<file path="config.mk">
export PLATFORM = sky130hd
export DESIGN_NAME = fb_port_arbiter_flat
export DESIGN_NICKNAME = d
export VERILOG_FILES = /design/src/rtl/fb_port_arbiter_if.sv /design/src/rtl/fb_port_arbiter.sv /design/src/flat_wrapper.sv
export SDC_FILE = /design/constraint.sdc
export NUM_CORES = 1
export LEC_CHECK = 0
export CAP_MARGIN = 20
export CORE_MARGIN = 2
export CORE_UTILIZATION = 38
export DETAILED_ROUTE_END_ITERATION = 10
export PLACE_DENSITY = 0.81
export SKIP_CTS_REPAIR_TIMING = 1
export SLEW_MARGIN = 20
export SYNTH_ARGS = -nofsm -noshare
export SYNTH_HDL_FRONTEND = slang
export SYNTH_SLANG_ARGS = --single-unit
</file>
<file path="constraint.sdc">
create_clock -name clk -period 2.1 [get_ports clk]
set_input_delay 0.525 -clock clk [delete_from_list [all_inputs] [get_ports clk]]
set_output_delay 0.525 -clock clk [all_outputs]
set_load 0.01 [all_outputs]
</file>
<file path="src/rtl/fb_port_arbiter_if.sv">
// Framebuffer port bundle: display read client, graphics write client and the
// single memory port, plus the arbiter state for observation.
//
// Handshakes:
//   read  : client raises r_re with stable r_xpos/r_ypos/r_mode and holds it until
//           r_valid; r_dout is valid while r_valid; r_valid falls the cycle after
//           r_re is dropped. r_busy high means the framebuffer is still being cleared.
//   write : client raises w_req with stable fields and holds them until w_ack; w_ack
//           is a single-cycle completion pulse.
//   memory: arbiter raises mem_req with stable mem_* fields and holds it until the
//           memory returns a single-cycle mem_ack (mem_rdata valid with it).
interface fb_port_arbiter_if #(
  parameter int X_W = 8,
  parameter int Y_W = 8
);
  logic           r_re;
  logic [X_W-1:0] r_xpos;
  logic [Y_W-1:0] r_ypos;
  logic           r_mode;
  logic [7:0]     r_dout;
  logic           r_valid;
  logic           r_busy;

  logic           w_req;
  logic [X_W-1:0] w_xpos;
  logic [Y_W-1:0] w_ypos;
  logic           w_mode;
  logic [7:0]     w_data;
  logic           w_ack;

  logic           mem_req;
  logic           mem_we;
  logic [X_W-1:0] mem_xpos;
  logic [Y_W-1:0] mem_ypos;
  logic           mem_mode;
  logic [7:0]     mem_wdata;
  logic [7:0]     mem_rdata;
  logic           mem_ack;

  logic [2:0]     fsm_state;

  // Arbiter side.
  modport slave (
    input  r_re, r_xpos, r_ypos, r_mode,
    output r_dout, r_valid, r_busy,
    input  w_req, w_xpos, w_ypos, w_mode, w_data,
    output w_ack,
    output mem_req, mem_we, mem_xpos, mem_ypos, mem_mode, mem_wdata,
    input  mem_rdata, mem_ack,
    output fsm_state
  );

  // Clients and memory side.
  modport master (
    output r_re, r_xpos, r_ypos, r_mode,
    input  r_dout, r_valid, r_busy,
    output w_req, w_xpos, w_ypos, w_mode, w_data,
    input  w_ack,
    input  mem_req, mem_we, mem_xpos, mem_ypos, mem_mode, mem_wdata,
    output mem_rdata, mem_ack,
    input  fsm_state
  );
endinterface

</file>
<file path="src/rtl/fb_port_arbiter.sv">
// fb_port_arbiter: shares the single framebuffer memory port between the display
// read client and the graphics write client. One memory op is in flight at a time
// and runs to completion before the next grant.
//
// Optional feature macro: CLEAR_ON_RESET_EN. When defined, the arbiter sweeps the
// whole framebuffer writing 0x00 after every reset (r_busy high meanwhile) before
// serving clients. When undefined, the arbiter is idle right after reset and
// r_busy is tied low.
//
// fsm_state encoding: 0 CLEAR, 1 IDLE, 2 RD, 3 RD_HOLD, 4 WR, 5 WR_DONE.
module fb_port_arbiter #(
  parameter int X_W        = 8,
  parameter int Y_W        = 8,
  parameter int COLS       = 128,
  parameter int PAGES      = 8,
  parameter int R_PRIORITY = 1
) (
  input logic              clk,
  input logic              reset_n,
  fb_port_arbiter_if.slave bus
);

  typedef enum logic [2:0] {
    ST_CLEAR   = 3'd0,
    ST_IDLE    = 3'd1,
    ST_RD      = 3'd2,
    ST_RD_HOLD = 3'd3,
    ST_WR      = 3'd4,
    ST_WR_DONE = 3'd5
  } state_t;

  // The clear sweep must be addressable with the configured widths.
  if (COLS < 1 || COLS > (1 << X_W) || PAGES < 1 || PAGES * 8 > (1 << Y_W)) begin : g_bad_cfg
    $error("fb_port_arbiter: clear sweep does not fit the address widths");
  end

`ifdef CLEAR_ON_RESET_EN
  localparam state_t RESET_STATE = ST_CLEAR;
  logic [X_W-1:0] clr_x;
  logic [Y_W-1:0] clr_page;
`else
  localparam state_t RESET_STATE = ST_IDLE;
  // No clear sweep: the framebuffer is always ready.
  assign bus.r_busy = 1'b0;
`endif

  state_t state;
  logic   last_grant_rd;  // 1: read client got the most recent grant
  logic   grant_rd;

  assign bus.fsm_state = state;

  // Read wins when alone, when reads have fixed priority, or when write went last.
  always_comb begin
    grant_rd = bus.r_re && (!bus.w_req || (R_PRIORITY != 0) || !last_grant_rd);
  end

  // Arbitration, memory op sequencing and every client/memory output register.
  always_ff @(posedge clk or negedge reset_n) begin
    if (!reset_n) begin
      state         <= RESET_STATE;
      last_grant_rd <= 1'b0;
      bus.r_dout    <= 8'h00;
      bus.r_valid   <= 1'b0;
      bus.w_ack     <= 1'b0;
      bus.mem_req   <= 1'b0;
      bus.mem_we    <= 1'b0;
      bus.mem_xpos  <= '0;
      bus.mem_ypos  <= '0;
      bus.mem_mode  <= 1'b0;
      bus.mem_wdata <= 8'h00;
`ifdef CLEAR_ON_RESET_EN
      bus.r_busy    <= 1'b1;
      clr_x         <= '0;
      clr_page      <= '0;
`endif
    end else begin
      case (state)
`ifdef CLEAR_ON_RESET_EN
        ST_CLEAR: begin
          if (!bus.mem_req) begin
            bus.mem_req   <= 1'b1;
            bus.mem_we    <= 1'b1;
            bus.mem_mode  <= 1'b1;
            bus.mem_wdata <= 8'h00;
            bus.mem_xpos  <= clr_x;
            bus.mem_ypos  <= clr_page << 3;
          end else if (bus.mem_ack) begin
            bus.mem_req <= 1'b0;
            if (clr_x == X_W'(COLS - 1)) begin
              clr_x <= '0;
              if (clr_page == Y_W'(PAGES - 1)) begin
                clr_page   <= '0;
                bus.r_busy <= 1'b0;
                state      <= ST_IDLE;
              end else begin
                clr_page <= clr_page + Y_W'(1);
              end
            end else begin
              clr_x <= clr_x + X_W'(1);
            end
          end
        end
`endif
        ST_IDLE: begin
          if (grant_rd) begin
            // Reads carry no data; wdata is parked at zero.
            bus.mem_req   <= 1'b1;
            bus.mem_we    <= 1'b0;
            bus.mem_xpos  <= bus.r_xpos;
            bus.mem_ypos  <= bus.r_ypos;
            bus.mem_mode  <= bus.r_mode;
            bus.mem_wdata <= 8'h00;
            last_grant_rd <= 1'b1;
            state         <= ST_RD;
          end else if (bus.w_req) begin
            bus.mem_req   <= 1'b1;
            bus.mem_we    <= 1'b1;
            bus.mem_xpos  <= bus.w_xpos;
            bus.mem_ypos  <= bus.w_ypos;
            bus.mem_mode  <= bus.w_mode;
            bus.mem_wdata <= bus.w_data;
            last_grant_rd <= 1'b0;
            state         <= ST_WR;
          end
        end
        ST_RD: begin
          if (bus.mem_ack) begin
            bus.mem_req <= 1'b0;
            bus.r_dout  <= bus.mem_rdata;
            bus.r_valid <= 1'b1;
            state       <= ST_RD_HOLD;
          end
        end
        ST_RD_HOLD: begin
          // Data stays presented until the client lets go of r_re.
          if (!bus.r_re) begin
            bus.r_valid <= 1'b0;
            state       <= ST_IDLE;
          end
        end
        ST_WR: begin
          if (bus.mem_ack) begin
            bus.mem_req <= 1'b0;
            bus.w_ack   <= 1'b1;
            state       <= ST_WR_DONE;
          end
        end
        ST_WR_DONE: begin
          // One cycle of w_ack lets the client drop w_req before IDLE samples it.
          bus.w_ack <= 1'b0;
          state     <= ST_IDLE;
        end
        default: begin
          state <= ST_IDLE;
        end
      endcase
    end
  end

endmodule
</file>
<file path="src/flat_wrapper.sv">
// flat-port wrapper written by rule: the top's interface ports become plain ports
module fb_port_arbiter_flat 
#(
  parameter int X_W        = 8,
  parameter int Y_W        = 8,
  parameter int COLS       = 128,
  parameter int PAGES      = 8,
  parameter int R_PRIORITY = 1
)
  (clk, reset_n, bus_r_re, bus_r_xpos, bus_r_ypos, bus_r_mode, bus_r_dout, bus_r_valid, bus_r_busy, bus_w_req, bus_w_xpos, bus_w_ypos, bus_w_mode, bus_w_data, bus_w_ack, bus_mem_req, bus_mem_we, bus_mem_xpos, bus_mem_ypos, bus_mem_mode, bus_mem_wdata, bus_mem_rdata, bus_mem_ack, bus_fsm_state);
  fb_port_arbiter_if #(.X_W(X_W), .Y_W(Y_W)) bus_i ();
  input logic clk;
  input logic reset_n;
  input wire logic [$bits(bus_i.r_re)-1:0] bus_r_re;
  input wire logic [$bits(bus_i.r_xpos)-1:0] bus_r_xpos;
  input wire logic [$bits(bus_i.r_ypos)-1:0] bus_r_ypos;
  input wire logic [$bits(bus_i.r_mode)-1:0] bus_r_mode;
  output wire logic [$bits(bus_i.r_dout)-1:0] bus_r_dout;
  output wire logic [$bits(bus_i.r_valid)-1:0] bus_r_valid;
  output wire logic [$bits(bus_i.r_busy)-1:0] bus_r_busy;
  input wire logic [$bits(bus_i.w_req)-1:0] bus_w_req;
  input wire logic [$bits(bus_i.w_xpos)-1:0] bus_w_xpos;
  input wire logic [$bits(bus_i.w_ypos)-1:0] bus_w_ypos;
  input wire logic [$bits(bus_i.w_mode)-1:0] bus_w_mode;
  input wire logic [$bits(bus_i.w_data)-1:0] bus_w_data;
  output wire logic [$bits(bus_i.w_ack)-1:0] bus_w_ack;
  output wire logic [$bits(bus_i.mem_req)-1:0] bus_mem_req;
  output wire logic [$bits(bus_i.mem_we)-1:0] bus_mem_we;
  output wire logic [$bits(bus_i.mem_xpos)-1:0] bus_mem_xpos;
  output wire logic [$bits(bus_i.mem_ypos)-1:0] bus_mem_ypos;
  output wire logic [$bits(bus_i.mem_mode)-1:0] bus_mem_mode;
  output wire logic [$bits(bus_i.mem_wdata)-1:0] bus_mem_wdata;
  input wire logic [$bits(bus_i.mem_rdata)-1:0] bus_mem_rdata;
  input wire logic [$bits(bus_i.mem_ack)-1:0] bus_mem_ack;
  output wire logic [$bits(bus_i.fsm_state)-1:0] bus_fsm_state;
  assign bus_i.r_re = bus_r_re;
  assign bus_i.r_xpos = bus_r_xpos;
  assign bus_i.r_ypos = bus_r_ypos;
  assign bus_i.r_mode = bus_r_mode;
  assign bus_r_dout = bus_i.r_dout;
  assign bus_r_valid = bus_i.r_valid;
  assign bus_r_busy = bus_i.r_busy;
  assign bus_i.w_req = bus_w_req;
  assign bus_i.w_xpos = bus_w_xpos;
  assign bus_i.w_ypos = bus_w_ypos;
  assign bus_i.w_mode = bus_w_mode;
  assign bus_i.w_data = bus_w_data;
  assign bus_w_ack = bus_i.w_ack;
  assign bus_mem_req = bus_i.mem_req;
  assign bus_mem_we = bus_i.mem_we;
  assign bus_mem_xpos = bus_i.mem_xpos;
  assign bus_mem_ypos = bus_i.mem_ypos;
  assign bus_mem_mode = bus_i.mem_mode;
  assign bus_mem_wdata = bus_i.mem_wdata;
  assign bus_i.mem_rdata = bus_mem_rdata;
  assign bus_i.mem_ack = bus_mem_ack;
  assign bus_fsm_state = bus_i.fsm_state;
  fb_port_arbiter #(.X_W(X_W), .Y_W(Y_W), .COLS(COLS), .PAGES(PAGES), .R_PRIORITY(R_PRIORITY)) u_core (.clk(clk), .reset_n(reset_n), .bus(bus_i));
endmodule
</file>
==> metrics, run 1 <==
Yosys top cell area share a little under three fifths; drt wl/cell 15.4 µm; max_slew headroom roughly 59%; Critical Path Start Type flip-flop; Pins Over Slew Limit 0; Yosys reg bits 40; DRC violations left 0; Netlist cell types 27; Post-Syn Nets about 180; clock-pin slew on the worst setup and hold paths around 0.08 ns; layout cells sized above 1 ~29%; Critical Path RT between 1.5 and 2 ns; Synth Flop Type dfrtp_1; flop2flop setup slack 0.44 ns; Setup violations, final 0; P_leak about 1.2 nW; pwr dens between 1000 and 1500 nW/µm²; setup TNS after final layout 0 ns; combinational share of power approximately 47%; CP max stage cell dfstp_2; clock buffer count from CTS 5; gr usage total between 10% and 20%; Setup Skew between 0.007 and 0.008 ns; switch share roughly 30%; final worst path period share 96.7%; initial antenna violation count 0; syn avg cell area approximately 14 µm²; root buf cell clkbuf_8; area leader, netlist dfrtp_1; clock buffer depth 2; filler instances roughly 350; net switching power 1.16 mW; post-detail-place hpwl between 3000 and 4000 µm; Max-Cap Viols 0; Die ar. just over 5000 µm²; sequential share of the synthesized area ~57%; CP Cell Sequence clkdlybuf4s50_1; number of synthesized flops with an enable pin 0; Ys Warns 0; Reg2Reg Launch Point u_core.bus.fsm_state[0]; vias in the first global route 1456; largest net degree at the start of global routing 29; P&R area growth vs syn 65.6%; n_diodes 0; achievable clock frequency between 400 and 500 MHz; status completed; Die Span Y a little over 70 µm; Skew-Pair Late Insertion Delay slightly below 0.3 ns; Routed Antenna Nets 0; crit path capture type output pin; Worst-Margin Slew 0.612 ns; ranking of synthesized cells by area dfrtp_1, mux2_2, a22o_1; internal power between 2 and 3 mW; row cnt 24; CP max FO 10; Fin. Hold Viols 0; CTS H-Tree Depth 2; Critical Path Sink bus_fsm_state[0]; non-filler instance count after layout ~280; Top delay family on crit path flip-flops; Mapped Area 1760 µm²; worst vdd ir about 0.62 mV; unrepaired setup endpoints after global routing no; first-pass GRT wire length ~7000 µm; Worst path depth 1; final wirelength around 4300 µm; Die Wd 72.1 µm; reg2reg end u_core.bus.mem_ypos[5]; Ports 96; worst min path class in2async; CTS Sinks 40; share of total power in the clock network about 17%; final hold slack ~0.24 ns; GPL Wtd Cong 0.722; CP arrival 1.50 ns; Bufs and invs on worst path 1; crit path kind reg2out; Critical Path Source u_core.bus.fsm_state[0]; Via density around 4.9; routed vias 1381; Final Power a little under 4 mW; ys async rst share 100%; placed insts ~270; violation count after the first detailed-routing iteration 59; Seq pwr share a little over a third; router iterations before antenna repair 4; I/O Buffers 94; nets 281; CTS tree yes; crit-path max cell delay around 0.65 ns; Period minus WS final around 2.0 ns; path depth of the worst reg2reg path 4; final core occ 66.0%; Congestion Overflow GR 0; core area approximately 4400 µm²; initial core utilization 39.9%; synthesized instance count approximately 120
## cells in the mapped netlist, types with 2 or more instances
cell type and instances:
mux2_2 42, o21ai_0 2, a31oi_1 2, nor2_1 2, a22o_1 8, buf_2 2
buf_1 3, buf_4 2, nand2b_1 2, a21oi_1 4, dfrtp_1 39
## stage by stage
stage	cell area [µm²]	setup slack (ns)
finish	2920	0.0700
global route	2920	0.00423
CTS	2920	0.0480
detailed placement	2790	0.0778
global placement	2790	0.0947
floorplan	1760	0.422
## final cells by class
class	count	area (µm²)	area share [%]
timing repair buffer	103	1000	34.4
sequential	40	1000	34.4
multi-input combinational	74	711	24.4
clock inverter	1	30.0	1.03
clock buffer	7	96.3	3.30
inverter	2	7.51	0.258
tap	52	65.1	2.23
## registers in the layout, indices dropped and copies added (netlist names)
register and flops:
u_core.bus.mem_wdata 8, u_core.bus.r_valid 1, u_core.bus.fsm_state 3, u_core.bus.mem_req 1
u_core.bus.mem_mode 1, u_core.bus.r_dout 8, u_core.bus.mem_xpos 8, u_core.bus.mem_ypos 8
u_core.bus.w_ack 1, u_core.bus.mem_we 1
## worst min path at each step
| stage | startpoint | end | slack (ns) | depth (start not counted) |
|---|---|---|---|---|
| 4_1_cts | reset_n | u_core.bus.mem_req | 0.26 | 1 |
| 5_1_grt | reset_n | u_core.bus.mem_req | 0.27 | 1 |
| 3_5_place_dp | u_core.bus.mem_ypos[2] | u_core.bus.mem_ypos[2] | 0.49 | 1 |
| 3_3_place_gp | u_core.bus.mem_ypos[2] | u_core.bus.mem_ypos[2] | 0.49 | 1 |
| 2_1_floorplan | reset_n | u_core.bus.fsm_state[1] | 0.23 | 0 |
| 6_report | reset_n | u_core.bus.mem_req | 0.24 | 1 |
## layer usage
layer	vias up	global-route usage, %	routed length (µm)	part of all wire, %
met5	-	0	0	0
met3	6	5.97	322	7.5
met2	58	29.9	2220	52
met4	0	6.71	68	1.6
met1	666	21.0	1680	39
li1	651	-	-	-
## cell families after synthesis
logic type	share of synthesized area (%)
simple gates	4.41
other cells	0.213
mux	27.4
buf+inv	2.70
flops	56.9
compound gates	7.82
xor+xnor	0.498
## power groups by stage
stage	Clock, mW	Combinational, mW	Sequential [mW]
finish	0.679	1.85	1.40
global route	0.736	2.00	1.45
CTS	0.700	1.89	1.40
detailed placement	0	1.88	1.42
global placement	0	1.84	1.40
floorplan	0	0.675	1.55
## cell usage in the layout (no fill, tap or decap)
cell	count
dfstp_2	1
dfrtp_1	39
inv_2	1
xnor2_1	1
a21oi_1	4
clkbuf_8	7
buf_2	1
o31a_1	1
bufinv_16	1
and3_1	1
buf_4	9
nor2b_1	1
nor3b_2	1
a31oi_1	2
nand2b_1	2
inv_1	1
o31ai_1	1
nor4b_4	1
mux2_2	42
nand3_1	1
o21ai_2	1
conb_1	1
o21ai_0	2
clkdlybuf4s50_1	93
nor2_1	2
nand2_1	1
mux2i_1	1
a22o_1	8
(Power assumes the default switching activity.)
==> inputs of run 2 (changes only) <==
Settings changed: GPL_TIMING_DRIVEN from default to 0, PLACE_DENSITY 0.81 to 0.79.
==> metrics, run 2 (same netlist as run 1, synthesis figures left out) <==
GPL Wtd Cong 0.737 (was 0.722); achievable clock frequency 513 MHz (was 493 MHz); post-detail-place hpwl 3030 µm (was 3350 µm); placed insts 271 (unchanged); Setup Skew 0.00414 ns (was 0.00729 ns); Die Span Y 72.1 µm (unchanged); largest net degree at the start of global routing 25 (was 29); crit path kind reg2out (unchanged); Placement Cell Area 2790 µm² (unchanged); Setup violations, final 0 (unchanged); commonest non-fill, non-tap cell in the layout clkdlybuf4s50_1 (unchanged); Critical Path Sink bus_fsm_state[1] (was bus_fsm_state[0]); CTS H-Tree Depth 2 (unchanged); non-filler instance count after layout 279 (unchanged); Via density 4.94 (was 4.95); sequential cell area 1000 µm² (unchanged); routed vias 1377 (was 1381); CTS Sinks 40 (unchanged); worst vdd ir 0.627 mV (was 0.622 mV); crit-path max cell delay 0.61 ns (was 0.65 ns); n_diodes 0 (unchanged); CP max FO 8 (was 10); P_leak 1.19 nW (was 1.21 nW); Pins Over Slew Limit 0 (unchanged); CP Cell Sequence clkdlybuf4s50_1 (unchanged); Routed Antenna Nets 0 (unchanged); Worst-Margin Slew 0.549 ns (was 0.612 ns); pwr dens 1300 nW/µm² (was 1350 nW/µm²); unrepaired setup endpoints after global routing no (unchanged); multi-input logic area 711 µm² (unchanged); root buf cell clkbuf_8 (unchanged); Ports 96 (unchanged); Skew-Pair Late Insertion Delay 0.29 ns (about the same); P&R area growth vs syn 63.6% (was 65.6%); status completed (unchanged); gr usage total 17.0% (was 17.7%); final worst path period share 92.8% (was 96.7%); Max-Cap Viols 0 (unchanged); Bufs and invs on worst path 1 (unchanged); final wirelength 3990 µm (was 4290 µm); DRC violations left 0 (unchanged); Period minus WS final 1.95 ns (was 2.03 ns); worst min path class in2async (unchanged); Reg2Reg Launch Point u_core.bus.fsm_state[0] (unchanged); Critical Path Source u_core.bus.fsm_state[1] (was u_core.bus.fsm_state[0]); clock buffer count from CTS 5 (unchanged); Die ar. 5190 µm² (unchanged); crit path capture type output pin (unchanged); initial antenna violation count 0 (unchanged); max_slew headroom 63.2% (was 59.2%); Fin. Hold Viols 0 (unchanged); first-pass GRT wire length 6840 µm (was 7010 µm); nets 281 (unchanged); core area 4410 µm² (unchanged); path depth of the worst reg2reg path 5 (was 4); filler instances 353 (was 346); vias in the first global route 1442 (was 1456); CTS tree yes (unchanged); Die Wd 72.1 µm (unchanged); clock-pin slew on the worst setup and hold paths 0.07 ns (was 0.08 ns); row cnt 24 (unchanged); Worst path depth 1 (unchanged); most frequent cells in the layout clkdlybuf4s50_1, mux2_2, dfrtp_1, a22o_1, clkbuf_8 (was clkdlybuf4s50_1, mux2_2, dfrtp_1, buf_4, a22o_1); Top delay family on crit path buffers and inverters (was flip-flops); initial core utilization 39.9% (unchanged); reg2reg end u_core.bus.mem_wdata[0] (was u_core.bus.mem_ypos[5]); flop2flop setup slack 0.28 ns (was 0.44 ns); Congestion Overflow GR 0 (unchanged); Critical Path RT 1.57 ns (about the same); I/O Buffers 94 (unchanged); final core occ 65.2% (was 66.0%); Final Power 3.74 mW (was 3.93 mW); CP max stage cell clkdlybuf4s50_1 (was dfstp_2); design area 2880 µm² (was 2920 µm²); violation count after the first detailed-routing iteration 53 (was 59); router iterations before antenna repair 4 (unchanged); clock buffer depth 2 (unchanged); CP arrival 1.42 ns (was 1.50 ns); drt wl/cell 14.3 µm (was 15.4 µm); Critical Path Start Type flip-flop (unchanged); layout cells sized above 1 26.4% (was 28.6%)
[run 2: changes by cell type in the layout (fill, tap and decap cells not counted)]
cell,before,now
clkbuf_1,0,3
buf_1,0,2
clkbuf_2,0,1
bufinv_16,1,0
buf_4,9,2
clkbuf_8,7,6
buf_2,1,3
buf_16,0,1
[run 2: through the flow]
stage | setup TNS (ns) | hold WS [ns] | setup slack (ns)
6_report | 0 | 0.166 | 0.152
3_3_place_gp | -24.04 | 0.487 | -0.497
4_1_cts | 0 | 0.177 | 0.0721
5_1_grt | 0 | 0.181 | 0.0515
3_5_place_dp | -4.15 | 0.488 | -0.225
2_1_floorplan | 0 | 0.229 | 0.422
[run 2: how the worst min path moves through the flow]
| stage | to | depth (start not counted) | slack [ns] |
|---|---|---|---|
| after floorplan | u_core.bus.fsm_state[1] | 0 | 0.23 |
| after global placement | u_core.bus.mem_xpos[0] | 1 | 0.49 |
| after detailed placement | u_core.bus.r_dout[7] | 1 | 0.49 |
| final | u_core.bus.r_dout[7] | 1 | 0.17 |
| after CTS | u_core.bus.mem_ypos[2] | 1 | 0.18 |
| after global routing | u_core.bus.r_dout[5] | 1 | 0.18 |
[run 2: cell type report]
type	count	share of cell area, %
sequential	40	34.8
timing repair buffer	95	33.4
multi-input combinational	74	24.7
clock buffer	8	3.13
tap	52	2.26
buffer	8	1.43
inverter	2	0.261
[run 2: per-layer routing]
| layer | track usage, % | vias to the layer above | share of wire, % |
|---|---|---|---|
| met4 | 5.24 | 0 | 1.7 |
| li1 | - | 648 | - |
| met2 | 27.6 | 60 | 48 |
| met3 | 6.39 | 6 | 7.7 |
| met1 | 21.0 | 663 | 42 |
| met5 | 0 | - | 0 |
[run 2: report_power, final]
group,internal [mW],switching (mW)
Clock,0.268,0.257
Combinational,1.17,0.689
Sequential,1.16,0.205
Total,2.59,1.15
